==> config.mk <==
export PLATFORM = sky130hd
export DESIGN_NAME = muldiv_ctrl
export DESIGN_NICKNAME = d
export VERILOG_FILES = /design/src/rtl/muldiv_ctrl_pkg.sv /design/src/rtl/muldiv_step.sv /design/src/rtl/muldiv_ctrl.sv
export SDC_FILE = /design/constraint.sdc
export NUM_CORES = 1
export LEC_CHECK = 0
export CAP_MARGIN = 25
export CORE_MARGIN = 2
export CORE_UTILIZATION = 59
export CTS_CLUSTER_DIAMETER = 80
export DETAILED_ROUTE_END_ITERATION = 8
export MAX_ROUTING_LAYER = met4
export PLACE_DENSITY_LB_ADDON = 0.2
export SYNTH_ARGS = -nofsm -noshare
export SYNTH_HDL_FRONTEND = slang
export SYNTH_SLANG_ARGS = --single-unit
==> constraint.sdc <==
create_clock -name clk -period 10.6 [get_ports clk]
set_input_delay 3.18 -clock clk [delete_from_list [all_inputs] [get_ports clk]]
set_output_delay 3.18 -clock clk [all_outputs]
set_load 0.01 [all_outputs]
==> src/rtl/muldiv_ctrl_pkg.sv <==
// Shared encodings for the EX-stage ALU and the iterative mul/div sequencer.
// Latency: n/a (constants only).
// Backpressure: n/a.
package muldiv_ctrl_pkg;

  // ALU operation encodings used by the EX-stage ALU.
  localparam logic [2:0] ALU_ADD  = 3'b000;
  localparam logic [2:0] ALU_SUB  = 3'b001;
  localparam logic [2:0] ALU_RSUB = 3'b010;
  localparam logic [2:0] ALU_OR   = 3'b011;
  localparam logic [2:0] ALU_AND  = 3'b100;
  localparam logic [2:0] ALU_ANDN = 3'b101;
  localparam logic [2:0] ALU_XOR  = 3'b110;
  localparam logic [2:0] ALU_SLT  = 3'b111;

  // Mul/div op codes: bit 1 selects divide, bit 0 selects signed.
  localparam logic [1:0] MD_MULTU = 2'b00;
  localparam logic [1:0] MD_MULT  = 2'b01;
  localparam logic [1:0] MD_DIVU  = 2'b10;
  localparam logic [1:0] MD_DIV   = 2'b11;

  // Sequencer states.
  localparam logic [2:0] S_IDLE  = 3'd0;
  localparam logic [2:0] S_PREP  = 3'd1;
  localparam logic [2:0] S_RUN   = 3'd2;
  localparam logic [2:0] S_FIXUP = 3'd3;
  localparam logic [2:0] S_DONE  = 3'd4;

endpackage

==> src/rtl/muldiv_step.sv <==
// Combinational WIDTH+1-bit add / subtract with carry-out (carry=1 means no borrow).
// Latency: 0 cycles, purely combinational.
// Backpressure: none.
// Ports: a_i, b_i operands; sub_i selects a_i-b_i; sum_o result; cout_o carry out.
module muldiv_step #(
  parameter int WIDTH = 32
) (
  input  logic [WIDTH:0] a_i,
  input  logic [WIDTH:0] b_i,
  input  logic           sub_i,
  output logic [WIDTH:0] sum_o,
  output logic           cout_o
);

  // Subtract as a + ~b + 1 so the carry-out doubles as the "a >= b" flag.
  assign {cout_o, sum_o} = {1'b0, a_i}
                         + {1'b0, b_i ^ {(WIDTH+1){sub_i}}}
                         + {{(WIDTH+1){1'b0}}, sub_i};

endmodule

==> src/rtl/muldiv_ctrl.sv <==
// Iterative MULT/MULTU/DIV/DIVU sequencer owning HI/LO, one bit per cycle.
// Latency: done pulses WIDTH+2 edges after the accepting edge (2 for divide by zero).
// Backpressure: busy high in PREP/RUN/FIXUP; start ignored while busy, no queueing.
// Ports: start/op/a/b request; flush aborts; hi_we/lo_we/wdata for MTHI/MTLO;
//        busy, done, div_by_zero status; hi/lo architectural registers.
module muldiv_ctrl
  import muldiv_ctrl_pkg::*;
#(
  parameter int WIDTH = 32,
  parameter int CNT_W = 5
) (
  input  logic             clk,
  input  logic             rst,
  input  logic             start,
  input  logic [1:0]       op,
  input  logic [WIDTH-1:0] a,
  input  logic [WIDTH-1:0] b,
  input  logic             flush,
  input  logic             hi_we,
  input  logic             lo_we,
  input  logic [WIDTH-1:0] wdata,
  output logic             busy,
  output logic             done,
  output logic             div_by_zero,
  output logic [WIDTH-1:0] hi,
  output logic [WIDTH-1:0] lo
);

  localparam logic [CNT_W-1:0] LAST = CNT_W'(WIDTH - 1);

  logic [2:0]       state_q, state_d;
  logic [1:0]       op_q, op_d;
  logic [WIDTH-1:0] ma_q, ma_d;   // |a|: multiplicand / dividend
  logic [WIDTH-1:0] mb_q, mb_d;   // |b|: multiplier / divisor
  logic             sa_q, sa_d;   // operand signs, forced 0 for unsigned ops
  logic             sb_q, sb_d;
  logic [WIDTH-1:0] acc_q, acc_d; // product high / partial remainder
  logic [WIDTH-1:0] sh_q, sh_d;   // multiplier shifting out / quotient shifting in
  logic [CNT_W-1:0] cnt_q, cnt_d;
  logic             zdiv_q, zdiv_d;
  logic             dbz_q, dbz_d;
  logic [WIDTH-1:0] hi_q, hi_d;
  logic [WIDTH-1:0] lo_q, lo_d;

  logic             is_div;
  logic             accept;
  logic [WIDTH:0]   step_a, step_b, step_sum, mul_acc;
  logic             step_cout;
  logic [2*WIDTH-1:0] prod, prod_fix;
  logic [WIDTH-1:0] res_hi, res_lo;

  assign is_div      = op_q[1];
  assign busy        = (state_q == S_PREP) || (state_q == S_RUN) || (state_q == S_FIXUP);
  assign accept      = start && !flush && !busy;
  assign done        = (state_q == S_DONE);
  assign div_by_zero = dbz_q;
  assign hi          = hi_q;
  assign lo          = lo_q;

  // Multiply accumulates |a| into the high half; divide trial-subtracts |b|
  // from the remainder with the next dividend bit shifted in.
  assign step_a = is_div ? {acc_q, sh_q[WIDTH-1]} : {1'b0, acc_q};
  assign step_b = {1'b0, is_div ? mb_q : ma_q};

  muldiv_step #(.WIDTH(WIDTH)) u_step (
    .a_i   (step_a),
    .b_i   (step_b),
    .sub_i (is_div),
    .sum_o (step_sum),
    .cout_o(step_cout)
  );

  assign mul_acc  = sh_q[0] ? step_sum : {1'b0, acc_q};
  assign prod     = {acc_q, sh_q};
  assign prod_fix = (sa_q ^ sb_q) ? -prod : prod;

  // Sign fixup of the magnitude result; a zero divisor reports the original a.
  always_comb begin
    res_hi = prod_fix[2*WIDTH-1:WIDTH];
    res_lo = prod_fix[WIDTH-1:0];
    if (is_div) begin
      if (zdiv_q) begin
        res_hi = sa_q ? -ma_q : ma_q;
        res_lo = '1;
      end else begin
        res_lo = (sa_q ^ sb_q) ? -sh_q : sh_q;
        res_hi = sa_q ? -acc_q : acc_q;
      end
    end
  end

  always_comb begin
    state_d = state_q;
    op_d    = op_q;
    ma_d    = ma_q;
    mb_d    = mb_q;
    sa_d    = sa_q;
    sb_d    = sb_q;
    acc_d   = acc_q;
    sh_d    = sh_q;
    cnt_d   = cnt_q;
    zdiv_d  = zdiv_q;
    dbz_d   = dbz_q;
    hi_d    = hi_q;
    lo_d    = lo_q;
    case (state_q)
      S_IDLE, S_DONE: begin
        state_d = S_IDLE;
        if (accept) begin
          state_d = S_PREP;
          op_d    = op;
          sa_d    = op[0] & a[WIDTH-1];
          sb_d    = op[0] & b[WIDTH-1];
          ma_d    = (op[0] && a[WIDTH-1]) ? -a : a;
          mb_d    = (op[0] && b[WIDTH-1]) ? -b : b;
          dbz_d   = 1'b0;
        end else begin
          if (hi_we) hi_d = wdata;
          if (lo_we) lo_d = wdata;
        end
      end
      S_PREP: begin
        acc_d = '0;
        cnt_d = '0;
        // A zero divisor skips RUN but still commits through FIXUP so
        // every result shares one write/done path.
        if (is_div && (mb_q == '0)) begin
          zdiv_d  = 1'b1;
          state_d = S_FIXUP;
        end else begin
          zdiv_d  = 1'b0;
          sh_d    = is_div ? ma_q : mb_q;
          state_d = S_RUN;
        end
      end
      S_RUN: begin
        if (is_div) begin
          acc_d = step_cout ? step_sum[WIDTH-1:0] : step_a[WIDTH-1:0];
          sh_d  = {sh_q[WIDTH-2:0], step_cout};
        end else begin
          acc_d = mul_acc[WIDTH:1];
          sh_d  = {mul_acc[0], sh_q[WIDTH-1:1]};
        end
        cnt_d = cnt_q + CNT_W'(1);
        if (cnt_q == LAST) state_d = S_FIXUP;
      end
      S_FIXUP: begin
        hi_d    = res_hi;
        lo_d    = res_lo;
        if (zdiv_q) dbz_d = 1'b1;
        state_d = S_DONE;
      end
      default: state_d = S_IDLE;
    endcase
    // Flush wins over everything but reset and leaves architectural state alone.
    if (flush) begin
      state_d = S_IDLE;
      hi_d    = hi_q;
      lo_d    = lo_q;
      dbz_d   = dbz_q;
    end
  end

  always_ff @(posedge clk or posedge rst) begin
    if (rst) begin
      state_q <= S_IDLE;
      op_q    <= '0;
      ma_q    <= '0;
      mb_q    <= '0;
      sa_q    <= 1'b0;
      sb_q    <= 1'b0;
      acc_q   <= '0;
      sh_q    <= '0;
      cnt_q   <= '0;
      zdiv_q  <= 1'b0;
      dbz_q   <= 1'b0;
      hi_q    <= '0;
      lo_q    <= '0;
    end else begin
      state_q <= state_d;
      op_q    <= op_d;
      ma_q    <= ma_d;
      mb_q    <= mb_d;
      sa_q    <= sa_d;
      sb_q    <= sb_d;
      acc_q   <= acc_d;
      sh_q    <= sh_d;
      cnt_q   <= cnt_d;
      zdiv_q  <= zdiv_d;
      dbz_q   <= dbz_d;
      hi_q    <= hi_d;
      lo_q    <= lo_d;
    end
  end

endmodule

==> results of run 1 <==
[layout make-up]
type                            count  area [um2]
Clock buffer                       34         668
Fill cell                        2319        9000
Multi-Input combinational cell   1619       11100
Sequential cell                   205        5130
Clock inverter                     10         118
Inverter                           48         188
Tap cell                          384         480
Timing Repair Buffer              191        1900
[sequential cells by signal, summed over array words and instances (netlist names), 3 cells and up]
signal / cells
cnt_q: 5
ma_q: 32
mb_q: 32
state_q: 3
acc_q: 32
sh_q: 32
lo: 32
hi: 32
[metal layers]
metal,track usage,up-vias,share of wire
met4,0.172,0,0.050
met1,0.579,8288,0.40
li1,-,7592,-
met2,0.606,1212,0.42
met3,0.0855,235,0.12
met5,-,-,0
[synthesized netlist by cell type, types with 19 or more instances]
| master | count |
|---|---|
| o31ai_1 | 42 |
| xnor2_1 | 115 |
| mux2i_1 | 28 |
| nor4_1 | 27 |
| o21ai_0 | 219 |
| nand2_1 | 243 |
| nor3_1 | 48 |
| o41ai_1 | 19 |
| a21oi_1 | 125 |
| a31oi_1 | 20 |
| nor2_1 | 116 |
| or3_1 | 19 |
| xor2_1 | 79 |
| ha_1 | 38 |
| o21ai_1 | 19 |
| nand3_1 | 44 |
| o22ai_1 | 40 |
| mux4_2 | 31 |
| dfrtp_1 | 205 |
| clkbuf_1 | 126 |
| inv_1 | 46 |
| mux2_2 | 62 |
[worst max path at each step]
stage,startpoint,to,slack [ns],depth (start not counted)
finish,op_q[1],acc_q[19],4.85,12
CTS,a[2],ma_q[28],4.99,9
global route,op_q[1],acc_q[19],4.59,12
global placement,a[2],ma_q[28],4.50,9
floorplan,rst,acc_q[0],1.82,1
detailed placement,a[2],ma_q[28],4.45,9
[power breakdown]
group / internal (W) / total [W] / leakage, nW / switching, W
Combinational: 0.00134 / 0.00332 / 4.95 / 0.00198
Sequential: 0.00104 / 0.00167 / 2.57 / 0.000623
Clock: 0.000489 / 0.000837 / 0.385 / 0.000348
[through the flow]
stage	cell area, um2	power [W]	utilization	cells
finish	19600	0.00582	0.685	2491
detailed placement	18700	0.00481	0.655	2444
global route	19600	0.00610	0.685	2491
floorplan	17000	0.00362	-	2037
global placement	18700	0.00475	0.655	2443
CTS	19500	0.00565	0.683	2488
[worst reg2reg max path, cell delays in order (launching register included)]
cell and delay, ns:
dfrtp_4 0.75, inv_2 0.54, buf_4 0.68, mux2i_1 0.45, ha_1 0.38, a211oi_1 0.11
o211ai_1 0.29, a21boi_0 0.23, a311oi_1 0.70, o21ai_1 0.26, a21oi_2 0.72, a21oi_1 0.22
a32o_1 0.30
[kinds of logic (layout without fill, tap and decap cells)]
family                     count (synthesis)  in the layout  share of synthesized area
adders and majority gates                 39             39                     0.0291
muxes                                    123            123                      0.102
xor gates and xnor gates                 194            194                     0.0999
and+or+nand+nor                          631            631                      0.186
buffers and inverters                    213            283                     0.0502
DFF                                      205            205                      0.302
AOI/OAI and AO/OA                        632            632                      0.232
==> reports/metrics.cfg, run 1 <==
[outcome]
status = finished, final reports clean

[cts]
htree_levels = 1
cts_tree = built
clock_latency_ns = 0.55
postCtsHoldBufs = 0
clkSinkCount = 205
post_cts_resized = 0
cts_root_buffer = clkbuf_16
postCtsSetupBuffers = 0
clk_pin_slew_ns = 0.06
clock_path_buffers = 3
cts_inserted_buffers = 24

[finish]
layout_commonest_cell = nand2_1
area_growth_pct = 14.9
diodes = 0
drive_gt1_frac = 0.0954
final_cell_mix = 243 x nand2_1, 219 x o21ai_0, 204 x dfrtp_1
nets = 2232

[sta]
finalClockSkew_ns = 0.0174
finalSetupTns_ns = 0
finalCritPeriodShare = 0.542
period_minus_slack_ns = 5.75
max_freq_ghz = 0.174
setup-violations-final = 0
worst_slack_ns = 4.85
rsz0062_at_grt = no
fin_hold_ws_ns = 0.476
finalHoldViolations = 0
worst_slew_pin_slew_ns = 1.13
slew_headroom = 0.248
final_max_slew_viol_count = 0

[worst_setup_path]
critPathMaxStageDelay_ns = 0.75
crit_family = compound AO/OA/AOI/OAI gates
cpMaxStageDelayCell = dfrtp_4
path_class = reg -> reg
reg2reg_depth = 12
r2r-end = acc_q[19]
crit_chain = inv_2, buf_4, mux2i_1, ha_1, a211oi_1, o211ai_1, a21boi_0, a311oi_1, o21ai_1, a21oi_2, a21oi_1, a32o_1
start_kind = flop
critPathCaptureType = flop
path_buf_inv = 2
worstPathRequired_ns = 11.03
rr_startpoint = op_q[1]
cp_max_fo = 58
cp.arrival_ns = 6.17
ff2ff_setup_slack_ns = 4.85

[grt]
overflow = 0
grt_pass1_vias = 15700
grt_pass1_wl_um = 95300
grtUsageTotal = 0.420
grt_antenna_before_repair = 0
grt_max_degree = 141

[synthesis]
postSynthCellCount = 2037
synth_top_cell_by_area = dfrtp_1
synthArstFlopShare = 1.00
synth.avg_cell_area_um2 = 8.35
synth_ff_type = dfrtp_1
synth-edff-count = 0
syn_area_um2 = 17000
ys_top_cells_by_area = dfrtp_1 30%, o21ai_0 6.4%, xnor2_1 5.9%
ys_seq_area_frac = 0.302
ys_ff_latch = 205
syn_nets = 2180
synth_top_area_frac = 0.302
synthDistinctLibCells = 90
yosys_warnings = 0

[floorplanning]
start_util = 0.596
dieHeight_um = 174
ios = 171
core_area_um2 = 28500
fp.dieW_um = 174
die_area_um2 = 30200
rows = 62

[pwr]
max-vdd-ir-drop_mv = 0.176
cellPowerDensity_nw_per_um2 = 298
total_leakage_power_nw = 7.90

[place]
post-place-ws_ns = 4.45
io_buffers = 170
hpwl_um = 46800
gp_congestion = 1.05

[detailed_routing]
wirelength_um = 63300
vias = 17300
drc = 0
first_pass_iters = 6
vias_per_cell = 6.96
drt-wirelength-per-cell_um = 25.4
ant_nets = 0
first_iter_violations = 2584

[flow_run]
cap_violations = 0

[hold_path]
hold_class = reg -> reg
hold_start = lo[7]
min_path_cells = 2
hold_end = lo[7]

(Power assumes the default switching activity.)
==> inputs of run 2 (changes only) <==
==> constraint.sdc (replaced) <==
create_clock -name clk -period 6 [get_ports clk]
set_input_delay 1.8 -clock clk [delete_from_list [all_inputs] [get_ports clk]]
set_output_delay 1.8 -clock clk [all_outputs]
set_load 0.01 [all_outputs]
==> reports/metrics.cfg, run 2 (synthesis gave the netlist of run 1 again) <==
[outcome]
status = finished, final reports clean  ; unchanged

[pwr]
cellPowerDensity_nw_per_um2 = 528  ; was 298 nW/um2
total_leakage_power_nw = 7.99  ; was 7.90 nW
max-vdd-ir-drop_mv = 0.360  ; was 0.176 mV

[sta]
final_max_slew_viol_count = 0  ; unchanged
period_minus_slack_ns = 4.91  ; was 5.75 ns
finalClockSkew_ns = 0.0244  ; was 0.0174 ns
rsz0062_at_grt = no  ; unchanged
slew_headroom = 0.214  ; was 0.248
worst_slew_pin_slew_ns = 1.18  ; was 1.13 ns
finalCritPeriodShare = 0.818  ; was 0.542
max_freq_ghz = 0.204  ; was 0.174 GHz
finalSetupTns_ns = 0  ; unchanged
finalHoldViolations = 0  ; unchanged
setup-violations-final = 0  ; unchanged

[grt]
grt_antenna_before_repair = 1  ; was 0
overflow = 0  ; unchanged
grt_pass1_wl_um = 97200  ; was 95300 um
grt_pass1_vias = 15700  ; about the same
grtUsageTotal = 0.431  ; was 0.420
grt_max_degree = 88  ; was 141

[worst_setup_path]
critPathCaptureType = flop  ; unchanged
crit_family = compound AO/OA/AOI/OAI gates  ; unchanged
cp_max_fo = 48  ; was 58
crit_chain = inv_2, mux2i_1, ha_1, nand4_1, nor3_1, nand2b_1, a311oi_1, o21ai_1, a21oi_2, buf_4, a21oi_1, a32o_1  ; was inv_2, buf_4, mux2i_1, ha_1, a211oi_1, o211ai_1, a21boi_0, a311oi_1, o21ai_1, a21oi_2, a21oi_1, a32o_1
start_kind = flop  ; unchanged
cpMaxStageDelayCell = inv_2  ; was dfrtp_4
cp.arrival_ns = 5.34  ; was 6.17 ns
worstPathRequired_ns = 6.43  ; was 11.03 ns
critPathMaxStageDelay_ns = 0.76  ; was 0.75 ns
rr_startpoint = op_q[1]  ; unchanged
path_buf_inv = 2  ; unchanged
startpoint = op_q[1]  ; unchanged
path_class = reg -> reg  ; unchanged

[place]
io_buffers = 170  ; unchanged
hpwl_um = 47900  ; was 46800 um
gp_congestion = 1.03  ; was 1.05

[floorplanning]
die_area_um2 = 30200  ; unchanged
fp.dieW_um = 174  ; unchanged
core_area_um2 = 28500  ; unchanged
dieHeight_um = 174  ; unchanged
rows = 62  ; unchanged
start_util = 0.596  ; unchanged
ios = 171  ; unchanged

[detailed_routing]
drt-wirelength-per-cell_um = 25.9  ; was 25.4 um
ant_nets = 0  ; unchanged
vias_per_cell = 6.90  ; was 6.96
wirelength_um = 64800  ; was 63300 um
drc = 0  ; unchanged
vias = 17300  ; about the same
first_iter_violations = 2770  ; was 2584
first_pass_iters = 8  ; was 6

[finish]
final_cell_mix = 243 x nand2_1, 219 x o21ai_0, 204 x dfrtp_1  ; unchanged
nets = 2243  ; was 2232
area_growth_pct = 15.9  ; was 14.9%
drive_gt1_frac = 0.101  ; was 0.0954
layout_commonest_cell = nand2_1  ; unchanged
post-route-util = 0.691  ; was 0.685

[cts]
clkSinkCount = 205  ; unchanged
post_cts_resized = 0  ; unchanged
cts_inserted_buffers = 25  ; was 24
postCtsSetupBuffers = 0  ; unchanged
htree_levels = 1  ; unchanged
cts_tree = built  ; unchanged
clock_latency_ns = 0.56  ; was 0.55 ns
cts_root_buffer = clkbuf_16  ; unchanged
clk_pin_slew_ns = 0.06  ; about the same
clock_path_buffers = 3  ; unchanged
postCtsHoldBufs = 0  ; unchanged

[hold_path]
hold_class = reg -> reg  ; unchanged
hold_start = lo[27]  ; was lo[7]

[flow_run]
cap_violations = 0  ; unchanged

## run 2: worst min-delay path: stages, from the launching register on
cell,delay [ns]
dfrtp_1,0.34
nand2_1,0.04
o21ai_0,0.06
## run 2: final cells by class
cell class | count | area [um2]
Clock buffer | 29 | 661
Antenna cell | 2 | 5.00
Fill cell | 2342 | 8820
Inverter | 48 | 184
Tap cell | 384 | 480
Sequential cell | 205 | 5130
Clock inverter | 15 | 165
Multi-Input combinational cell | 1619 | 11100
Timing Repair Buffer | 201 | 2040
## run 2: stage by stage
stage	power (W)	hold slack [ns]	setup WS, ns	area (um2)	cells
2_1_floorplan	0.00639	0.458	1.54	17000	2037
3_3_place_gp	0.00842	0.463	1.20	18800	2452
3_5_place_dp	0.00852	0.470	1.15	18800	2454
4_1_cts	0.0101	0.483	1.26	19600	2498
5_1_grt	0.0108	0.512	0.892	19700	2502
6_report	0.0104	0.475	1.09	19700	2503
## run 2: final timing paths
kind                            depth (start not counted)        end  slack [ns]
worst max register to register                         12  acc_q[15]        1.09
max in group asynchronous                               3   mb_q[22]        3.19
worst min-delay path                                    2     lo[27]        0.47
worst max-delay path                                   12  acc_q[15]        1.09
worst min register to register                          2     lo[27]        0.47
min in group asynchronous                               2     lo[27]        1.71
## run 2: where the power goes
part,switching (W),total (W),internal (W),leakage [nW]
registers,0.00114,0.00298,0.00184,2.57
clock network,0.000660,0.00154,0.000884,0.395
logic,0.00351,0.00588,0.00238,5.02
## run 2: layer usage
| metal | track usage | wire length [um] |
|---|---|---|
| met5 | - | 0 |
| met2 | 0.628 | 27800 |
| met1 | 0.579 | 25100 |
| met4 | 0.151 | 3060 |
| met3 | 0.120 | 8770 |
